===== src/rtl/video_timing_gen.sv =====
// Raster timing and test-pattern source for the LVDS transmitter's parallel video inputs.
// Every output is registered from the same decode, so all video signals leave with identical latency.
module video_timing_gen #(
    parameter int   H_ACTIVE = 800,
    parameter int   H_FP     = 40,
    parameter int   H_SYNC   = 128,
    parameter int   H_BP     = 88,
    parameter int   V_ACTIVE = 600,
    parameter int   V_FP     = 1,
    parameter int   V_SYNC   = 4,
    parameter int   V_BP     = 23,
    parameter logic HS_POL   = 1'b1,
    parameter logic VS_POL   = 1'b1
) (
    input  logic       clk,
    input  logic       rst,
    input  logic       en,
    input  logic [1:0] pattern_sel,
    output logic       HSync,
    output logic       VSync,
    output logic       DataEnable,
    output logic [7:0] Red,
    output logic [7:0] Green,
    output logic [7:0] Blue,
    output logic       frame_start
);

    localparam int H_TOTAL = H_ACTIVE + H_FP + H_SYNC + H_BP;
    localparam int V_TOTAL = V_ACTIVE + V_FP + V_SYNC + V_BP;

    localparam logic [10:0] H_LAST   = 11'(H_TOTAL - 1);
    localparam logic [10:0] V_LAST   = 11'(V_TOTAL - 1);
    localparam logic [10:0] H_ACT    = 11'(H_ACTIVE);
    localparam logic [10:0] V_ACT    = 11'(V_ACTIVE);
    localparam logic [10:0] HS_START = 11'(H_ACTIVE + H_FP);
    localparam logic [10:0] HS_END   = 11'(H_ACTIVE + H_FP + H_SYNC);
    localparam logic [10:0] VS_START = 11'(V_ACTIVE + V_FP);
    localparam logic [10:0] VS_END   = 11'(V_ACTIVE + V_FP + V_SYNC);
    localparam logic [10:0] BAR_LAST = 11'(H_ACTIVE / 8 - 1);

    // Raster position and pattern state
    logic [10:0] h_q, h_d, v_q, v_d;
    logic [10:0] bar_cnt_q, bar_cnt_d;
    logic [2:0]  bar_idx_q, bar_idx_d;
    logic [1:0]  pat_q, pat_d;

    // Registered video outputs
    logic        hs_q, hs_d, vs_q, vs_d, de_q, de_d, fs_q, fs_d;
    logic [23:0] rgb_q, rgb_d;

    logic        h_wrap, v_wrap, origin, active, hs, vs;
    logic [1:0]  pat_cur;
    logic [23:0] pix;

    always_comb begin
        h_wrap  = (h_q == H_LAST);
        v_wrap  = (v_q == V_LAST);
        origin  = (h_q == 11'd0) && (v_q == 11'd0);
        active  = (h_q < H_ACT) && (v_q < V_ACT);
        hs      = (h_q >= HS_START) && (h_q < HS_END);
        vs      = (v_q >= VS_START) && (v_q < VS_END);
        // The origin pixel already belongs to the frame whose pattern is being captured.
        pat_cur = origin ? pattern_sel : pat_q;

        pix = 24'h000000;
        unique case (pat_cur)
            2'b00: begin
                unique case (bar_idx_q)
                    3'd0: pix = 24'hFFFFFF;
                    3'd1: pix = 24'hFFFF00;
                    3'd2: pix = 24'h00FFFF;
                    3'd3: pix = 24'h00FF00;
                    3'd4: pix = 24'hFF00FF;
                    3'd5: pix = 24'hFF0000;
                    3'd6: pix = 24'h0000FF;
                    default: pix = 24'h000000;
                endcase
            end
            2'b01: pix = {3{h_q[7:0]}};
            2'b10: pix = (h_q[5] ^ v_q[5]) ? 24'hFFFFFF : 24'h000000;
            default: pix = ((h_q[4:0] == 5'd0) || (v_q[4:0] == 5'd0)) ? 24'hFFFFFF : 24'h000000;
        endcase
    end

    always_comb begin
        h_d       = h_q;
        v_d       = v_q;
        bar_cnt_d = bar_cnt_q;
        bar_idx_d = bar_idx_q;
        pat_d     = pat_q;
        hs_d      = ~HS_POL;
        vs_d      = ~VS_POL;
        de_d      = 1'b0;
        fs_d      = 1'b0;
        rgb_d     = 24'h000000;

        if (!en) begin
            h_d       = 11'd0;
            v_d       = 11'd0;
            bar_cnt_d = 11'd0;
            bar_idx_d = 3'd0;
        end else begin
            hs_d  = hs ? HS_POL : ~HS_POL;
            vs_d  = vs ? VS_POL : ~VS_POL;
            de_d  = active;
            fs_d  = origin;
            rgb_d = active ? pix : 24'h000000;
            if (origin)
                pat_d = pattern_sel;

            if (h_wrap) begin
                h_d       = 11'd0;
                bar_cnt_d = 11'd0;
                bar_idx_d = 3'd0;
                v_d       = v_wrap ? 11'd0 : v_q + 11'd1;
            end else begin
                h_d = h_q + 11'd1;
                // Bar index walks with h; past the active region its value is never shown.
                if (bar_cnt_q == BAR_LAST) begin
                    bar_cnt_d = 11'd0;
                    bar_idx_d = bar_idx_q + 3'd1;
                end else begin
                    bar_cnt_d = bar_cnt_q + 11'd1;
                end
            end
        end
    end

    always_ff @(posedge clk or posedge rst) begin
        if (rst) begin
            h_q       <= 11'd0;
            v_q       <= 11'd0;
            bar_cnt_q <= 11'd0;
            bar_idx_q <= 3'd0;
            pat_q     <= 2'b00;
            hs_q      <= ~HS_POL;
            vs_q      <= ~VS_POL;
            de_q      <= 1'b0;
            fs_q      <= 1'b0;
            rgb_q     <= 24'h000000;
        end else begin
            h_q       <= h_d;
            v_q       <= v_d;
            bar_cnt_q <= bar_cnt_d;
            bar_idx_q <= bar_idx_d;
            pat_q     <= pat_d;
            hs_q      <= hs_d;
            vs_q      <= vs_d;
            de_q      <= de_d;
            fs_q      <= fs_d;
            rgb_q     <= rgb_d;
        end
    end

    assign HSync       = hs_q;
    assign VSync       = vs_q;
    assign DataEnable  = de_q;
    assign frame_start = fs_q;
    assign Red         = rgb_q[23:16];
    assign Green       = rgb_q[15:8];
    assign Blue        = rgb_q[7:0];

endmodule


===== config.mk =====
export PLATFORM = sky130hd
export DESIGN_NAME = video_timing_gen
export DESIGN_NICKNAME = d
export VERILOG_FILES = /design/src/rtl/video_timing_gen.sv
export SDC_FILE = /design/constraint.sdc
export NUM_CORES = 1
export LEC_CHECK = 0
export ABC_AREA = 0
export CORE_MARGIN = 5
export CORE_UTILIZATION = 61
export CTS_BUF_LIST = sky130_fd_sc_hd__clkbuf_16
export CTS_CLUSTER_SIZE = 16
export DETAILED_ROUTE_END_ITERATION = 10
export PLACE_DENSITY = 0.81
export SYNTH_ARGS = -nofsm -noshare
export SYNTH_HDL_FRONTEND = slang
export SYNTH_SLANG_ARGS = --single-unit

===== constraint.sdc =====
create_clock -name clk -period 3.6 [get_ports clk]
set_clock_uncertainty 0.05 [all_clocks]
set_input_delay 0.54 -clock clk [delete_from_list [all_inputs] [get_ports clk]]
set_output_delay 0.54 -clock clk [all_outputs]
set_load 0.02 [all_outputs]

==> out/qor.txt, run 1 <==
syn_area_per_cell: 9.98 um^2
Crit Path Max Fanout: 8
Worst-Margin Slew: 0.901 ns
Reg2Reg Depth: 7
clock latency on the worst-skew pair: 0.33 ns
Final nets: 365
Reg-to-Reg End: rgb_q[10]
Peak VDD IR: 366 uV
Seq/Total Area, Yosys: 0.522
number of buffers created by CTS: 9
DRT Pass-1 Iters: 4
Static Leak: 1.68 nW
Gate Count Post-Synth: 317
gpl congestion: 0.824
Mapped Area: 3160 um^2
largest net degree at the start of global routing: 47
Post-CTS Resized: 0
area grow syn2layout: 21.5%
Worst EP arrival: 3.00 ns
root buffer cell: clkbuf_16
crit end category: register
placed instance count: 408
flops & latches, synth: 66
CP required: 3.73 ns
CTS Buffer Depth: 2
total power: 2.37 mW
worst hold slack: 0.456 ns
setup TNS: 0 ns
P per Cell Area: 617 nW/um^2
Final Core Density: 0.757
Max-cap violations: 0
min cycle time layout: 2.87 ns
n_diodes: 0
fin cells: 424
Fmax: 0.348 GHz
Worst Hold Path EP: bar_cnt_q[0]
Routed WL per cell: 16.4 um
Max-slew headroom: 0.393
hold depth: 1
I/O Buffers: 32
clk sink count: 66
fill count: 367
I/O pin count: 33
Post-DRT Antenna Nets: 0
HP Start: bar_cnt_q[0]
Die Height: 82.0 um
fin. max-slew vios: 0
vias after detailed routing: 2458
# DRC: 0
Post-Syn Nets: 333
YS warnings: 0
Post-CTS Setup Bufs: 0
vias in the first global route: 2434
reg2reg start: v_q[1]
Synth cell types: 42
iteration-0 DRC count of the detailed router: 150
Worst setup SP type: register
number of H-tree levels: 3
fin crit share: 0.798
initial antenna violation count: 0
most common cell after layout, fill and taps aside: dfrtp_1
final hold violations: 0
Post-CTS Hold Fix Bufs: 0
drt via density: 5.80
first-pass GRT wire length: 11900 um
TritonCTS clock tree: yes
RSZ-0062 raised after global routing: false
DIE WIDTH: 82.0 um
Die Area: 6730 um^2
Initial Util: 0.624
CP Class: reg -> reg
Overflow after GRT: 0
post-DP HPWL: 4700 um
Worst R2R Setup Slack: 0.73 ns
layout cells sized above 1: 0.0819
status: complete, no violations
row cnt: 26
Clock Pin Slew Worst Setup and Hold Paths: 0.05 ns
worst hold path type: reg -> reg
Tot GR Track Use: 0.237
Setup Viol. Count Final: 0
core box area: 5070 um^2
final WL: 6970 um
commonest non-fill, non-tap cells in the layout: dfrtp_1 (66), nor2_1 (40), clkdlybuf4s50_1 (32)
[stage by stage]
| stage | setup WS (ns) | instance area, um^2 |
|---|---|---|
| floorplan | 1.29 | 3160 |
| global placement | 0.924 | 3530 |
| detailed placement | 0.818 | 3530 |
| CTS | 0.749 | 3840 |
| global route | 0.457 | 3840 |
| finish | 0.727 | 3840 |
[flip-flops by register name, summed over array words and instances (netlist names)]
register     cells
DataEnable       1
h_q             11
rgb_q           24
v_q             11
frame_start      1
bar_cnt_q       11
HSync            1
bar_idx_q        3
VSync            1
pat_q            2
[kinds of logic after synthesis]
| family | share of synthesized area |
|---|---|
| AO/OA/AOI/OAI | 0.108 |
| adder cells (fa/ha/maj) | 0.0435 |
| buffers and inverters | 0.0407 |
| flip-flops | 0.522 |
| AND/OR/NAND/NOR | 0.198 |
| XOR/XNOR | 0.0747 |
| multiplexers | 0.0130 |
[power by group]
part | internal [mW] | switching, mW | leakage, nW
registers | 0.847 | 0.0632 | 0.886
clock network | 0.598 | 0.309 | 0.156
logic | 0.244 | 0.310 | 0.638
total | 1.69 | 0.682 | 1.68
[synth_stat cells, drive strengths merged]
master,number,area share
or4,1,0.0024
or3,3,0.0075
inv,13,0.015
dfrtp,66,0.52
nand3b,2,0.0047
nor2b,2,0.0040
nand4,6,0.012
mux2i,3,0.0095
a211oi,1,0.0024
o21ai,18,0.028
and4,3,0.0091
nor2,40,0.047
or4b,1,0.0032
xnor2,11,0.030
buf,5,0.013
o311a,1,0.0032
mux2,1,0.0036
o31ai,8,0.019
nand2,20,0.024
nand3,14,0.022
o41ai,2,0.0055
o311ai,1,0.0028
ha,11,0.043
o22ai,2,0.0040
nand2b,3,0.0059
and3,3,0.0059
nor4,9,0.020
and2,3,0.0059
or2,3,0.0059
nor4b,3,0.0083
nand4b,1,0.0028
clkbuf,10,0.012
xor2,16,0.044
a21oi,26,0.042
nor3,5,0.0079
[layer usage]
| layer | global-route usage | wire [um] |
|---|---|---|
| met5 | 0 | 0 |
| met4 | 0.118 | 154 |
| met3 | 0.0461 | 341 |
| met2 | 0.384 | 3580 |
| met1 | 0.304 | 2900 |
[worst max-delay path: stages, from the launching register on]
cell     delay, ns
dfrtp_1       0.43
inv_1         0.12
ha_1          0.16
nor4b_1       0.43
nand2_1       0.30
nor3_1        0.41
mux2i_1       0.66
a21oi_1       0.16
[worst max-delay path by stage]
stage	start	endpoint	slack [ns]
after floorplan	h_q[5]	rgb_q[10]	1.29
after detailed placement	h_q[0]	rgb_q[14]	0.82
after global routing	v_q[1]	rgb_q[14]	0.46
after global placement	v_q[0]	rgb_q[11]	0.92
final	v_q[1]	rgb_q[10]	0.73
after CTS	v_q[1]	rgb_q[10]	0.75
[area by class of cell]
| cell class | count | area (um^2) | share of cell area |
|---|---|---|---|
| Clock buffer | 9 | 225 | 0.0586 |
| Clock inverter | 7 | 83.8 | 0.0218 |
| Inverter | 13 | 48.8 | 0.0127 |
| Multi-Input combinational cell | 223 | 1400 | 0.363 |
| Sequential cell | 66 | 1650 | 0.430 |
| Tap cell | 70 | 87.6 | 0.0228 |
| Timing Repair Buffer | 36 | 350 | 0.0911 |
Note: power is estimated with default switching activity, not from simulation.
==> run 2: changes to the inputs <==
- CORE_UTILIZATION: 61 -> 56
- PLACE_DENSITY: 0.81 -> 0.75
- clock period: 3.6 -> 2.9 ns (I/O delays scaled with it)
==> out/qor.txt, run 2 (synthesis results as in run 1) <==
min cycle time layout: 2.58 ns (-0.292 ns)
clk sink count: 66 (unchanged)
worst hold slack: 0.449 ns (-0.00639 ns)
final hold violations: 0 (unchanged)
Worst setup SP type: register
gpl congestion: 0.807 (-2.0%)
first-pass GRT wire length: 11500 um (-3.6%)
CP Class: reg -> reg
commonest non-fill, non-tap cells in the layout: dfrtp_1 (66), nor2_1 (40), clkdlybuf4s50_1 (32)
Max-cap violations: 0 (unchanged)
Static Leak: 1.68 nW (+0.18%)
fin crit share: 0.890 (+0.0918)
vias in the first global route: 2414 (-0.82%)
P per Cell Area: 743 nW/um^2 (+20%)
Tot GR Track Use: 0.197 (-0.0407)
status: complete, no violations
total power: 2.88 mW (+21%)
most common cell after layout, fill and taps aside: dfrtp_1
root buffer cell: clkbuf_16
setup TNS: 0 ns (unchanged)
largest net degree at the start of global routing: 67 (+43%)
Final nets: 369 (+1.1%)
slowest CP cell: dfrtp_1
Post-CTS Setup Bufs: 0 (unchanged)
worst hold path type: in -> async
area grow syn2layout: 22.5%
delay-heaviest family, CP: compound AO/OA/AOI/OAI gates
CP required: 3.03 ns (-0.70 ns)
Max-slew headroom: 0.549 (+0.156)
dpl ws: 0.414 ns (-0.404 ns)
Peak VDD IR: 513 uV (+40%)
Fmax: 0.388 GHz (+11%)
drt via density: 5.65 (-2.6%)
Top reg by flops: rgb_q
fin cells: 430 (+1.4%)
crit-path max cell delay: 0.47 ns (-0.19 ns)
I/O Buffers: 32 (unchanged)
core box area: 5510 um^2 (+8.5%)
clock latency on the worst-skew pair: 0.32 ns (about the same)
Post-CTS Resized: 0 (unchanged)
number of buffers created by CTS: 9 (unchanged)
Die Height: 85.2 um (+3.8%)
I/O pin count: 33 (unchanged)
Clock Pin Slew Worst Setup and Hold Paths: 0.05 ns (about the same)
CTS Buffer Depth: 2 (unchanged)
iteration-0 DRC count of the detailed router: 153 (+2.0%)
initial antenna violation count: 0 (unchanged)
Setup Viol. Count Final: 0 (unchanged)
fin. max-slew vios: 0 (unchanged)
layout cells sized above 1: 0.0922 (+0.0103)
vias after detailed routing: 2428 (-1.2%)
# DRC: 0 (unchanged)
DIE WIDTH: 85.2 um (+3.8%)
crit end category: register
final WL: 6530 um (-6.3%)
DRT Pass-1 Iters: 4 (unchanged)
CP cell instances: inv_1, ha_1, nor4b_1, nand2_1, o311a_1, o21ai_0, a21oi_1
Initial Util: 0.575 (-0.0489)
critical path buffer and inverter count: 1 (unchanged)
placed instance count: 414 (+1.5%)
Post-DRT Antenna Nets: 0 (unchanged)
RSZ-0062 raised after global routing: false
Post-CTS Hold Fix Bufs: 0 (unchanged)
number of H-tree levels: 3 (unchanged)
row cnt: 27 (+3.8%)
Die Area: 7250 um^2 (+7.8%)
Worst EP arrival: 2.71 ns (-0.29 ns)
TritonCTS clock tree: yes
setup slack after layout: 0.320 ns (-0.408 ns)
post-DP HPWL: 4500 um (-4.2%)
Largest register FFs: 24 (unchanged)
Overflow after GRT: 0 (unchanged)
Routed WL per cell: 15.2 um (-7.6%)
Crit Path Max Fanout: 8 (unchanged)
Worst-Margin Slew: 0.670 ns (-0.231 ns)
n_diodes: 0 (unchanged)
run 2: final timing paths:
check / slack (ns) / end / depth (start not counted) / start
min in group clk: 0.45 / bar_cnt_q[0] / 1 / bar_cnt_q[0]
hold / removal: 0.45 / bar_cnt_q[7] / 3 / rst
setup / recovery: 0.32 / rgb_q[18] / 7 / v_q[0]
max in group asynchronous: 2.07 / h_q[5] / 3 / rst
hold reg to reg: 0.45 / bar_cnt_q[0] / 1 / bar_cnt_q[0]
setup reg to reg: 0.32 / rgb_q[18] / 7 / v_q[0]
run 2: metal layers:
metal	global-route usage	routed length (um)	vias to the layer above
met4	0.0604	79	0
met3	0.0612	430	8
met1	0.255	2830	1173
met5	0	0	-
li1	-	-	1177
met2	0.316	3190	70
run 2: power by group:
part	switching [mW]	internal [mW]
Sequential	0.0705	1.05
Combinational	0.385	0.324
Clock	0.388	0.661
run 2: layout make-up:
type / instances / area, um^2
clock buffers: 9 / 225
clock inverters: 7 / 70.1
fillers: 408 / 1630
inverters: 13 / 48.8
multi-input cells: 223 / 1400
flip-flops and latches: 66 / 1650
well taps: 72 / 90.1
repair buffers: 40 / 393
run 2: worst reg2reg max path, delay by kind of cell (launching register included):
kind | cells | cell delay [ns]
AOI/OAI and AO/OA | 3 | 1.00
and+or+nand+nor | 2 | 0.69
DFF | 1 | 0.47
adders and majority gates | 1 | 0.14
buffers and inverters | 1 | 0.10
run 2: through the flow:
step                 util  cell area [um^2]
detailed placement  0.650              3580
CTS                 0.704              3870
global route        0.704              3870
floorplan               -              3160
finish              0.704              3870
global placement    0.650              3580
